[src/rtl/sr_cmd_sequencer.sv]
// Debounces two raw request lines and issues mutually exclusive one-cycle S/R pulses
// with a hold-off window. Optional macro SR_CMD_REDUNDANT_FILTER_EN drops redundant requests.
module sr_cmd_sequencer #(
  parameter int DEBOUNCE_CYCLES = 4,
  parameter int HOLDOFF_CYCLES  = 2,
  parameter int CNT_W           = 8
) (
  input  logic clk,
  input  logic reset,
  input  logic s_raw,
  input  logic r_raw,
  output logic S,
  output logic R,
  output logic busy,
  output logic conflict,
  output logic q_shadow
);

  typedef enum logic [1:0] {
    IDLE    = 2'd0,
    FIRE    = 2'd1,
    HOLDOFF = 2'd2
  } state_t;

  localparam logic [CNT_W-1:0] DEB_LAST  = CNT_W'(DEBOUNCE_CYCLES - 1);
  localparam logic [CNT_W-1:0] HOLD_LAST = CNT_W'(HOLDOFF_CYCLES - 1);

`ifdef SR_CMD_REDUNDANT_FILTER_EN
  localparam bit FILTER_EN = 1'b1;
`else
  localparam bit FILTER_EN = 1'b0;
`endif

  // Bit 0 carries the set channel, bit 1 the clear channel.
  logic [1:0]       raw_sync_q, raw_sync_d;
  logic [1:0]       level_q, level_d;
  logic [1:0]       level_prev_q, level_prev_d;
  logic [CNT_W-1:0] deb_cnt_q [2];
  logic [CNT_W-1:0] deb_cnt_d [2];

  state_t           state_q, state_d;
  logic [CNT_W-1:0] hold_cnt_q, hold_cnt_d;
  logic             pend_valid_q, pend_valid_d;
  logic             pend_set_q, pend_set_d;
  logic             s_q, s_d;
  logic             r_q, r_d;
  logic             conflict_q, conflict_d;
  logic             q_shadow_q, q_shadow_d;

  logic s_req, r_req, both_req, s_ok, r_ok;
  logic launch, launch_set;

  always_comb begin
    raw_sync_d   = {r_raw, s_raw};
    level_d      = level_q;
    level_prev_d = level_q;
    deb_cnt_d    = '{default: '0};
    for (int i = 0; i < 2; i++) begin
      if (raw_sync_q[i] != level_q[i]) begin
        if (deb_cnt_q[i] == DEB_LAST) begin
          level_d[i] = raw_sync_q[i];
        end else begin
          deb_cnt_d[i] = deb_cnt_q[i] + 1'b1;
        end
      end
    end
  end

  assign s_req    = level_q[0] & ~level_prev_q[0];
  assign r_req    = level_q[1] & ~level_prev_q[1];
  assign both_req = s_req & r_req;
  // A request is "ok" unless the filter is on and it would not move q_shadow.
  assign s_ok     = s_req & ~(FILTER_EN & q_shadow_q);
  assign r_ok     = r_req & ~(FILTER_EN & ~q_shadow_q);

  always_comb begin
    state_d      = state_q;
    hold_cnt_d   = hold_cnt_q;
    pend_valid_d = pend_valid_q;
    pend_set_d   = pend_set_q;
    s_d          = 1'b0;
    r_d          = 1'b0;
    conflict_d   = 1'b0;
    q_shadow_d   = q_shadow_q;
    launch       = 1'b0;
    launch_set   = 1'b0;

    case (state_q)
      IDLE: begin
        if (both_req) begin
          conflict_d = 1'b1;
        end else if (s_ok) begin
          launch     = 1'b1;
          launch_set = 1'b1;
        end else if (r_ok) begin
          launch     = 1'b1;
          launch_set = 1'b0;
        end
      end
      FIRE, HOLDOFF: begin
        if (both_req) begin
          conflict_d   = 1'b1;
          pend_valid_d = 1'b0;
        end else if (s_ok) begin
          pend_valid_d = 1'b1;
          pend_set_d   = 1'b1;
        end else if (r_ok) begin
          pend_valid_d = 1'b1;
          pend_set_d   = 1'b0;
        end

        if (state_q == FIRE && HOLDOFF_CYCLES > 0) begin
          state_d    = HOLDOFF;
          hold_cnt_d = '0;
        end else if (state_q == HOLDOFF && hold_cnt_q != HOLD_LAST) begin
          hold_cnt_d = hold_cnt_q + 1'b1;
        end else if (pend_valid_d) begin
          launch       = 1'b1;
          launch_set   = pend_set_d;
          pend_valid_d = 1'b0;
        end else begin
          state_d = IDLE;
        end
      end
      default: state_d = IDLE;
    endcase

    if (launch) begin
      state_d    = FIRE;
      s_d        = launch_set;
      r_d        = ~launch_set;
      q_shadow_d = launch_set;
    end
  end

  always_ff @(posedge clk) begin
    if (reset) begin
      raw_sync_q   <= '0;
      level_q      <= '0;
      level_prev_q <= '0;
      deb_cnt_q    <= '{default: '0};
      state_q      <= IDLE;
      hold_cnt_q   <= '0;
      pend_valid_q <= 1'b0;
      pend_set_q   <= 1'b0;
      s_q          <= 1'b0;
      r_q          <= 1'b0;
      conflict_q   <= 1'b0;
      q_shadow_q   <= 1'b0;
    end else begin
      raw_sync_q   <= raw_sync_d;
      level_q      <= level_d;
      level_prev_q <= level_prev_d;
      deb_cnt_q    <= deb_cnt_d;
      state_q      <= state_d;
      hold_cnt_q   <= hold_cnt_d;
      pend_valid_q <= pend_valid_d;
      pend_set_q   <= pend_set_d;
      s_q          <= s_d;
      r_q          <= r_d;
      conflict_q   <= conflict_d;
      q_shadow_q   <= q_shadow_d;
    end
  end

  assign S        = s_q;
  assign R        = r_q;
  assign busy     = (state_q != IDLE);
  assign conflict = conflict_q;
  assign q_shadow = q_shadow_q;

endmodule

[config.mk]
export PLATFORM = sky130hd
export DESIGN_NAME = sr_cmd_sequencer
export DESIGN_NICKNAME = d
export VERILOG_FILES = /design/src/rtl/sr_cmd_sequencer.sv
export SDC_FILE = /design/constraint.sdc
export NUM_CORES = 1
export LEC_CHECK = 0
export CORE_ASPECT_RATIO = 0.6
export CORE_MARGIN = 2
export CORE_UTILIZATION = 40
export CTS_CLUSTER_DIAMETER = 30
export DETAILED_ROUTE_END_ITERATION = 8
export GPL_TIMING_DRIVEN = 1
export PLACE_DENSITY = 0.67
export RECOVER_POWER = 100
export SYNTH_ARGS = -nofsm -noshare
export SYNTH_HDL_FRONTEND = slang
export SYNTH_SLANG_ARGS = --single-unit
[constraint.sdc]
create_clock -name clk -period 3.2 [get_ports clk]
set_clock_uncertainty 0.1 [all_clocks]
set_input_delay 0.32 -clock clk [delete_from_list [all_inputs] [get_ports clk]]
set_output_delay 0.32 -clock clk [all_outputs]
set_load 0.005 [all_outputs]
==> out/metrics.yaml, run 1 <==
arrival_ns: 2.95
num_vias: 1419
ctsResizeCount: 0
place_area_um2: 1960
cts.sinks: 38
drc: 0
synthTopCellsByCount: "dfxtp_1, nor2_1, nand3_1"
clk_path_buf_depth: 2
vdd_drop_max_v: 0.000201
synth_top_area_frac: 0.421
crit_chain: "inv_1 > ha_1 > or4b_1 > o41a_1 > or4_1 > or4b_1 > o2111a_1"
h-tree-depth: 2
first_global_vias: 1237
row_count: 18
ys_seq_area_frac: 0.421
layout_worst_path_cycle_share: 0.893
avgSynthCellArea_um2: 8.82
io_pins: 9
core_area_um2: 4230
critPathRequiredTime_ns: 3.29
grt_pass1_wl_mm: 5.91
cp_slowest_cell: "or4_1"
antenna_found_initial: 0
gp_congestion: 0.861
antenna_left: 0
synth_flop_cell: "dfxtp_1"
timing.final.max_slew_violations: 0
setup_viol: 0
numCtsBuffers: 5
whs_path_depth: 2
design_area_um2: 2050
fin_cells: 278
cts-root-buf: "clkbuf_8"
path_class: "flip-flop to flip-flop"
post_cts_buffers: 0
p_leak_nw: 0.777
max_slew.worst_pin.slew_ns: 0.817
yosys_warnings: 0
worstSetupEndpointType: "flip-flop"
slowest_delay_ns: 0.57
clk_latency_ns: 0.29
status: "completed"
cp-start-kind: "flip-flop"
port_buffers: 8
grt_start_max_net_pins: 23
max_freq_mhz: 350
fin_crit_ns: 2.86
die-area_um2: 5090
synth.distinct_cells: 44
slew_headroom: 0.453
holdWs_ns: 0.379
dp.cells: 270
syn_area_um2: 1810
crit_path_frequent_cell: "or4b_1"
r2r_cells: 7
start_util: 0.427
maxCapViolCount: 0
postSynthNetCount: 219
dieHeight_um: 56.1
yosysTopAreaCell: "dfxtp_1"
worstPathMaxFanout: 9
cts_hold_buffers: 0
finalHoldViolations: 0
drt-total-wl_mm: 3.41
drtPass1Iterations: 4
wire_per_inst_um: 12.3
grt_use_total: 0.147
tns_ns: 0
synthToLayoutAreaGrowth_pct: 13.2
die_w_um: 90.8
drtIter0Drc: 102
viasPerCell: 5.10
diodes: 0
overflow: 0
rsz0062_at_grt: "false"
netlist_instances: 205
synth_edf_count: 0
async_flop_share: 0
drive_gt1_frac: 0.0459
final_nets: 231
clk_pin_slew_ns: 0.08
hold_path_class: "flip-flop to flip-flop"
power_density_nw_per_um2: 459
dp_hpwl_mm: 2.43
synth-seq-cells: 38
synth_area_leaders: "dfxtp_1, ha_1, nor2_1, xor2_1, nand3_1"
cts_tree: "yes"
synthMostInstantiatedCell: "dfxtp_1"
power_uw: 939
## cell usage in the layout (no fill, tap or decap), types with 2 or more instances in the layout
cell,instances
a211oi_1,3
a21oi_1,8
a31oi_1,3
and3_1,6
clkbuf_1,3
clkbuf_8,5
clkdlybuf4s50_1,2
dfxtp_1,38
dlygate4sd3_1,6
ha_1,10
inv_1,10
mux2i_1,2
nand2_1,13
nand2b_1,4
nand3_1,15
nand3b_1,2
nor2_1,27
nor2b_1,4
nor3_1,3
nor3b_1,2
nor4_1,4
o211ai_1,2
o21a_1,3
o21ai_0,6
o32ai_1,2
or4_1,2
or4b_1,2
xnor2_1,4
xor2_1,10
## area by class of cell
| type | count | area, um2 |
|---|---|---|
| flip-flops and latches | 38 | 761 |
| multi-input cells | 152 | 976 |
| well taps | 60 | 75.1 |
| clock buffers | 7 | 76.3 |
| repair buffers | 10 | 91.3 |
| clock inverters | 1 | 30.0 |
| fillers | 428 | 2190 |
| inverters | 10 | 37.5 |
## where the power goes
part           total, mW  switching [mW]  internal [mW]
Combinational     0.0415          0.0202         0.0213
Clock              0.401           0.168          0.233
Sequential         0.496          0.0124          0.483
## routing by layer
metal  global-route usage  share of wire
met4               0.0584          0.015
met2                0.187           0.36
met1                0.215           0.56
met3               0.0596          0.065
met5                    0              0
## final timing paths
| check | end | slack [ns] | from |
|---|---|---|---|
| worst max-delay path | q_shadow$_SDFFE_PP0P_ | 0.34 | hold_cnt_q[1]$_SDFFE_PP0P_ |
| worst min-delay path | pend_valid_q$_SDFFE_PP0P_ | 0.38 | pend_valid_q$_SDFFE_PP0P_ |
| worst max register to register | q_shadow$_SDFFE_PP0P_ | 0.34 | hold_cnt_q[1]$_SDFFE_PP0P_ |
| worst min register to register | pend_valid_q$_SDFFE_PP0P_ | 0.38 | pend_valid_q$_SDFFE_PP0P_ |
## through the flow
step                      worst slack (ns)   util
final                                0.342  0.483
after global routing                 0.217  0.483
after CTS                            0.390  0.488
after detailed placement             0.388  0.462
after global placement               0.414  0.462
after floorplan                      0.346      -
## state kept, by name (all words and copies together) (netlist names)
signal        cells
conflict          1
R                 1
q_shadow          1
level_prev_q      2
S                 1
level_prev_d      2
pend_set_q        1
raw_sync_q        2
deb_cnt_q        16
state_q           2
pend_valid_q      1
hold_cnt_q        8
## logic make-up after synthesis
group                      count (synthesis)  share of synthesized area
and+or+nand+nor                           91                      0.260
xor gates and xnor gates                  14                     0.0678
buffers and inverters                     15                     0.0318
adders and majority gates                 10                     0.0692
muxes                                      3                     0.0173
DFF                                       38                      0.421
AOI/OAI and AO/OA                         34                      0.133
## critical path: cells and delay by family, from the launching register on
kind | cells | cell delay, ns
AO/OA/AOI/OAI | 2 | 0.59
adder cells (fa/ha/maj) | 1 | 0.13
buffers and inverters | 1 | 0.08
flip-flops | 1 | 0.34
AND/OR/NAND/NOR | 3 | 1.53
No activity file was read; power rests on OpenSTA's default activity.
==> run 2: changes to the inputs <==
Settings changed: SLEW_MARGIN from default to 30.
==> results of run 2 <==
No change in the layout: final DEF, timing and power equal those of run 1.
==> run 3: changes to the inputs <==
Settings changed: CTS_CLUSTER_DIAMETER 30 to 50.
==> results of run 3 <==
No change in the layout: final DEF, timing and power equal those of run 1.
